==> config.mk <==
export PLATFORM = sky130hd
export DESIGN_NAME = regfile_datapath
export DESIGN_NICKNAME = d
export VERILOG_FILES = /design/src/rtl/alu_pkg.sv /design/src/rtl/alu.sv /design/src/rtl/regfile_datapath.sv
export SDC_FILE = /design/constraint.sdc
export NUM_CORES = 1
export LEC_CHECK = 0
export ABC_AREA = 1
export BUFFER_PORTS_ARGS = -buffer_cell sky130_fd_sc_hd__buf_4
export CORE_MARGIN = 2
export CORE_UTILIZATION = 30
export DETAILED_ROUTE_END_ITERATION = 8
export SLEW_MARGIN = 20
export SYNTH_ARGS = -nofsm -noshare
export SYNTH_HDL_FRONTEND = slang
export SYNTH_HIERARCHICAL = 1
export SYNTH_SLANG_ARGS = --single-unit
==> constraint.sdc <==
create_clock -name clk -period 2.3 [get_ports clk]
set_input_delay 0.115 -clock clk [delete_from_list [all_inputs] [get_ports clk]]
set_output_delay 0.115 -clock clk [all_outputs]
set_load 0.05 [all_outputs]
==> src/rtl/alu_pkg.sv <==
// alu_pkg: constants and types shared by the alu and regfile_datapath.
//   - Register file geometry (16 registers x 16 bits), opcode and flag widths.
//   - Opcode encodings understood by the alu.
//   - Flag bit positions inside the 5-bit flag vector {C, L, F, Z, N}.
//   - The command state machine encoding (IDLE/READ/EXEC).
package alu_pkg;

  localparam int NUM_REGS  = 16;
  localparam int DATA_W    = 16;
  localparam int REG_IDX_W = 4;
  localparam int OP_W      = 8;
  localparam int FLAG_W    = 5;

  localparam logic [OP_W-1:0] OP_WAIT = 8'h00;
  localparam logic [OP_W-1:0] OP_ADD  = 8'h05;
  localparam logic [OP_W-1:0] OP_SUB  = 8'h09;
  localparam logic [OP_W-1:0] OP_CMP  = 8'h0B;
  localparam logic [OP_W-1:0] OP_MOV  = 8'h0D;

  // Flag bit positions: carry, unsigned-lower, signed overflow, zero, negative.
  localparam int FLAG_C = 4;
  localparam int FLAG_L = 3;
  localparam int FLAG_F = 2;
  localparam int FLAG_Z = 1;
  localparam int FLAG_N = 0;

  typedef enum logic [1:0] {
    IDLE = 2'd0,
    READ = 2'd1,
    EXEC = 2'd2
  } state_t;

endpackage

==> src/rtl/alu.sv <==
// alu: purely combinational 16-bit arithmetic unit.
// Ports:
//   a, b    - operands (a is the destination register, b the second operand)
//   opcode  - operation select (see alu_pkg)
//   result  - 16-bit result
//   flags   - {C, L, F, Z, N}
// Operations:
//   ADD      result = a + b; C = carry out, F = signed overflow
//   SUB/CMP  result = a - b; L = a < b unsigned, F = signed overflow
//   MOV      result = b
//   Z/N follow the result for the operations above. WAIT and unknown
//   opcodes give a zero result and all flags clear.
module alu
  import alu_pkg::*;
(
  input  logic [DATA_W-1:0] a,
  input  logic [DATA_W-1:0] b,
  input  logic [OP_W-1:0]   opcode,
  output logic [DATA_W-1:0] result,
  output logic [FLAG_W-1:0] flags
);

  logic [DATA_W:0] sum_ext;

  always_comb begin
    result  = '0;
    flags   = '0;
    sum_ext = {1'b0, a} + {1'b0, b};
    unique case (opcode)
      OP_ADD: begin
        result         = sum_ext[DATA_W-1:0];
        flags[FLAG_C]  = sum_ext[DATA_W];
        // Overflow when both operands share a sign the result does not.
        flags[FLAG_F]  = (a[DATA_W-1] == b[DATA_W-1]) &&
                         (result[DATA_W-1] != a[DATA_W-1]);
        flags[FLAG_Z]  = (result == '0);
        flags[FLAG_N]  = result[DATA_W-1];
      end
      OP_SUB, OP_CMP: begin
        result         = a - b;
        flags[FLAG_L]  = (a < b);
        // Subtraction overflows only when the operand signs differ.
        flags[FLAG_F]  = (a[DATA_W-1] != b[DATA_W-1]) &&
                         (result[DATA_W-1] != a[DATA_W-1]);
        flags[FLAG_Z]  = (result == '0);
        flags[FLAG_N]  = result[DATA_W-1];
      end
      OP_MOV: begin
        result         = b;
        flags[FLAG_Z]  = (result == '0);
        flags[FLAG_N]  = result[DATA_W-1];
      end
      default: begin
        result = '0;
        flags  = '0;
      end
    endcase
  end

endmodule

==> src/rtl/regfile_datapath.sv <==
// regfile_datapath: command responder for a sequencer.
// Accepts one control word per cmd_valid strobe, reads the 16x16 register
// file, runs the alu and writes the result back, returning latched flags,
// the latched result and a one-cycle done pulse.
// Ports:
//   clk, reset_n                 - clock, asynchronous active-low reset
//   cmd_valid / cmd_ready        - command strobe / accept window (IDLE only)
//   wEnable, opcode, Rdest_sel,
//   Rsrc_sel, Imm_sel, Imm_in    - control word, sampled only on accept
//   done                         - pulses in the EXEC cycle
//   Flags_out, result_out        - alu outputs latched at the end of EXEC
//   dbg_sel / dbg_data           - asynchronous debug read of the register file
// Command timing: accept in N, READ in N+1, EXEC (done) in N+2, results and
// register write visible from N+3.
module regfile_datapath
  import alu_pkg::*;
(
  input  logic                 clk,
  input  logic                 reset_n,
  input  logic                 cmd_valid,
  output logic                 cmd_ready,
  input  logic                 wEnable,
  input  logic [OP_W-1:0]      opcode,
  input  logic [REG_IDX_W-1:0] Rdest_sel,
  input  logic [REG_IDX_W-1:0] Rsrc_sel,
  input  logic                 Imm_sel,
  input  logic [DATA_W-1:0]    Imm_in,
  output logic                 done,
  output logic [FLAG_W-1:0]    Flags_out,
  output logic [DATA_W-1:0]    result_out,
  input  logic [REG_IDX_W-1:0] dbg_sel,
  output logic [DATA_W-1:0]    dbg_data
);

  state_t                 state_q,   state_d;
  logic                   wen_q,     wen_d;
  logic [OP_W-1:0]        opcode_q,  opcode_d;
  logic [REG_IDX_W-1:0]   rdest_q,   rdest_d;
  logic [REG_IDX_W-1:0]   rsrc_q,    rsrc_d;
  logic                   imm_sel_q, imm_sel_d;
  logic [DATA_W-1:0]      imm_q,     imm_d;
  logic [DATA_W-1:0]      op_a_q,    op_a_d;
  logic [DATA_W-1:0]      op_b_q,    op_b_d;
  logic [DATA_W-1:0]      result_q,  result_d;
  logic [FLAG_W-1:0]      flags_q,   flags_d;
  logic                   done_q,    done_d;
  logic [DATA_W-1:0]      rf_q [NUM_REGS];
  logic [DATA_W-1:0]      rf_d [NUM_REGS];

  logic [DATA_W-1:0]      alu_result;
  logic [FLAG_W-1:0]      alu_flags;

  alu u_alu (
    .a      (op_a_q),
    .b      (op_b_q),
    .opcode (opcode_q),
    .result (alu_result),
    .flags  (alu_flags)
  );

  always_comb begin
    state_d   = state_q;
    wen_d     = wen_q;
    opcode_d  = opcode_q;
    rdest_d   = rdest_q;
    rsrc_d    = rsrc_q;
    imm_sel_d = imm_sel_q;
    imm_d     = imm_q;
    op_a_d    = op_a_q;
    op_b_d    = op_b_q;
    result_d  = result_q;
    flags_d   = flags_q;
    done_d    = 1'b0;
    rf_d      = rf_q;
    cmd_ready = 1'b0;

    unique case (state_q)
      IDLE: begin
        cmd_ready = 1'b1;
        if (cmd_valid) begin
          wen_d     = wEnable;
          opcode_d  = opcode;
          rdest_d   = Rdest_sel;
          rsrc_d    = Rsrc_sel;
          imm_sel_d = Imm_sel;
          imm_d     = Imm_in;
          state_d   = READ;
        end
      end
      READ: begin
        op_a_d  = rf_q[rdest_q];
        op_b_d  = imm_sel_q ? imm_q : rf_q[rsrc_q];
        // done is registered here so it is high throughout EXEC.
        done_d  = 1'b1;
        state_d = EXEC;
      end
      EXEC: begin
        // WAIT leaves result, flags and the register file untouched.
        if (opcode_q != OP_WAIT) begin
          result_d = alu_result;
          flags_d  = alu_flags;
          if (wen_q) begin
            rf_d[rdest_q] = alu_result;
          end
        end
        state_d = IDLE;
      end
      default: state_d = IDLE;
    endcase
  end

  always_ff @(posedge clk or negedge reset_n) begin
    if (!reset_n) begin
      state_q   <= IDLE;
      wen_q     <= 1'b0;
      opcode_q  <= '0;
      rdest_q   <= '0;
      rsrc_q    <= '0;
      imm_sel_q <= 1'b0;
      imm_q     <= '0;
      op_a_q    <= '0;
      op_b_q    <= '0;
      result_q  <= '0;
      flags_q   <= '0;
      done_q    <= 1'b0;
      for (int i = 0; i < NUM_REGS; i++) begin
        rf_q[i] <= '0;
      end
    end else begin
      state_q   <= state_d;
      wen_q     <= wen_d;
      opcode_q  <= opcode_d;
      rdest_q   <= rdest_d;
      rsrc_q    <= rsrc_d;
      imm_sel_q <= imm_sel_d;
      imm_q     <= imm_d;
      op_a_q    <= op_a_d;
      op_b_q    <= op_b_d;
      result_q  <= result_d;
      flags_q   <= flags_d;
      done_q    <= done_d;
      for (int i = 0; i < NUM_REGS; i++) begin
        rf_q[i] <= rf_d[i];
      end
    end
  end

  assign done       = done_q;
  assign Flags_out  = flags_q;
  assign result_out = result_q;
  assign dbg_data   = rf_q[dbg_sel];

endmodule

==> results.cfg <==
[status]
status = complete, but fails checks
violations = negative setup slack

[synth]
synth-simple-area-share_pct = 33.42
synth_mux_area_share_pct = 0
yosysWarnings = 6
synth_seq_cells = 346
synth.distinct_cells = 44
syn_area_um2 = 22880
synth_xor_area_share_pct = 0.1148
synth_seq_area_share_pct = 37.85
synth_compound_area_share_pct = 15.51
synthAdderAreaFrac_pct = 1.980
synth_top_family_by_area = simple AND/OR/NAND/NOR gates
syn_area_per_cell_um2 = 6.651
syn_inst = 3440
syn_nets = 3516

[timing]
setup_ws_ps = -119.1
hold_slack_ps = 45.70
fin_setup_tns_ps = -4192
setup_viol = 82
slew_headroom_pct = 44.84
post-route-min-period_ps = 2419
final.period_utilization_pct = 105.2
fin_skew_ps = 33.31
grt_setup_unrepaired = true
hold_viol_final = 0
clock.fmax_mhz = 413.4
worst_pin_slew_ps = 822.3
final_max_slew_viol_count = 0

[floorplan]
design.die.area_um2 = 78490
die_h_um = 280.2
rows = 101
initial_core_util_pct = 30.22
ios = 80
die_x_um = 280.2
core-area_um2 = 75700

[worst_setup_path]
path_common_cell = nand2_2
slowest_stage = dfrtp_1
critPathLaunchType = register
critPathMaxStageDelay_ps = 390
crit_family = simple AND/OR/NAND/NOR gates
crit_path_cell_trace = ha_2, inv_2, fa_2, inv_2, nand2_2, nand2_2, nand2_2, nand2_2, nand2_2, nand2_1, nand2_1, nand2_2, nand2_2, o221ai_2, inv_2, buf_6, buf_12, o21ai_2
critPathKind = register to register
endpoint_kind = register
worstPathRequired_ps = 2820
regToRegEndpoint = rf_q[252]
worstPathArrival_ps = 2940
r2r_start = op_a_q[0]
path_buf_inv = 5
worstPathMaxFanout = 5
r2r_setup_slack_ps = -120
r2r_cells = 18

[cts]
cts_made_buffers = 42
clk_latency_ps = 600
root_buffer = clkbuf_16
clkTransAtPathRegs_ps = 60
clockBufferDepth = 3
clock-sinks = 346
cts_max_level = 2
cts_tree = yes

[hold_path]
min_from = cmd_valid
hp-class = input port to register
whs_endpoint = rdest_q[0]
hold_path_depth = 5

[power]
p_leak_nw = 13.96
power_density_nw_per_um2 = 1030
total_power_mw = 30.82
ir_drop_mv = 0.5143

[drt]
antenna_left = 0
drcViolationCount = 0
drtPass1Iterations = 6
vias_per_cell = 5.279
wl_per_cell_um = 20.88
via_count = 24715
drtIter0Drc = 3178
routed_wl_um = 97750

[place]
hpwl_um = 62190
port_buffers = 79
dpl-instance-area_um2 = 25980
place_congestion = 0.9862

[cells_and_area]
final_cell_area_um2 = 29930
final_layout_size_suffix_gt1_share_pct = 22.79
finalNetCount = 3749
area_growth_pct = 30.80
antenna_cells = 0

[global_route]
grt_pass1_vias = 22852
grt_use_total_pct = 23.94
overflow = 0
grt_pass1_wl_um = 142500
antenna_found_initial = 3
grt_max_degree = 80

[flow_run]
maxCapViolations = 0
==> worst reg2reg max path, cell delays in order, from the launching register on <==
cell and delay [ps]:
dfrtp_1 390, ha_2 200, inv_2 40, fa_2 340, inv_2 100, nand2_2 70, nand2_2 110, nand2_2 80
nand2_2 100, nand2_2 60, nand2_1 60, nand2_1 60, nand2_2 80, nand2_2 60, o221ai_2 80, inv_2 90
buf_6 150, buf_12 140, o21ai_2 120
==> kinds of logic after synthesis <==
kind of cell	after synthesis
buf+inv	566
fa+ha+maj	35
flops	346
xor+xnor	3
simple gates	1840
compound gates	650
==> worst max path at each step <==
stage               startpoint        endpoint  slack [ps]  depth (start not counted)
floorplan            op_b_q[8]  result_out[15]         0.8                         16
global placement     op_b_q[2]  result_out[15]        -220                         16
detailed placement   op_b_q[0]        rf_q[94]        -240                         15
CTS                  op_b_q[0]       rf_q[200]        -100                         15
global route         op_b_q[0]  result_out[14]        -250                         14
finish               op_a_q[0]       rf_q[252]        -120                         18
==> registers in the layout, summed over array words and instances, names as in the netlist, 2 cells and up <==
| signal | flops |
|---|---|
| Flags_out | 5 |
| imm_q | 16 |
| op_a_q | 16 |
| op_b_q | 16 |
| opcode_q | 8 |
| rdest_q | 4 |
| result_out | 16 |
| rf_q | 256 |
| rsrc_q | 4 |
| state_q | 2 |
==> cells in the mapped netlist, drive strengths merged <==
cell type     n  share of area (%)
o211ai       67                2.2
or2          16               0.44
nor2        297                5.0
nand3       349                7.7
fa            2               0.18
dfrtp       346                 38
a22oi        14               0.46
nor4          2               0.12
nor3          6               0.15
o221ai       12               0.46
clkbuf       86                1.5
a21o          1              0.033
nand3b        1              0.033
o22ai         2              0.055
a21oi       164                3.7
nand2      1139                 19
o21ai       388                8.6
and2          2              0.055
clkinv        3              0.049
nand4        28               0.77
ha           33                1.8
xor2          2              0.077
o21bai        2              0.066
xnor2         1              0.038
buf         150                4.2
inv         327                5.4
==> power breakdown <==
group	internal [mW]	switching [mW]
Sequential	6.59	0.463
Combinational	6.66	9.90
Clock	4.29	2.91
==> cells in the final DEF, fill, tap and decap left out, types with 105 or more instances in the layout <==
master	instances
dfrtp_1	343
inv_1	281
nand2_1	1057
nor2_1	270
o21ai_1	105
o21ai_0	149
a21oi_1	148
o21ai_2	133
nand3_1	329
buf_4	302
==> layer usage <==
| layer | GRT usage (%) | vias up | part of all wire, % |
|---|---|---|---|
| met2 | 37.09 | 1276 | 45 |
| met1 | 31.45 | 11559 | 40 |
| met5 | 0 | - | 0.015 |
| met4 | 13.70 | 2 | 6.2 |
| met3 | 4.139 | 308 | 9.1 |
| li1 | - | 11570 | - |
==> cell type report <==
| type | instances | area [µm²] |
|---|---|---|
| Clock inverter | 22 | 297.8 |
| Timing Repair Buffer | 425 | 4284 |
| Inverter | 330 | 1260 |
| Sequential cell | 346 | 8665 |
| Fill cell | 7681 | 45770 |
| Clock buffer | 53 | 1172 |
| Multi-Input combinational cell | 2528 | 13020 |
| Tap cell | 978 | 1224 |
==> through the flow <==
stage | utilization (%) | cells | setup WS, ps
4_1_cts | 37.69 | 4656 | -96.29
3_3_place_gp | 34.32 | 4519 | -215.9
3_5_place_dp | 34.32 | 4519 | -235.6
2_1_floorplan | - | 3440 | 0.8011
6_report | 39.53 | 4682 | -119.1
5_1_grt | 39.53 | 4682 | -251.6
==> what timing repair did <==
item                       4_1_cts  5_1_grt
setup endpoints to repair      186      228
buffers inserted                21       22
hold buffers                    35        0
hold endpoints to repair       319        0
gates resized for setup        127      305
pin swaps                       41      147
cloned                           6       10
Note: power is estimated with default switching activity, not from simulation.
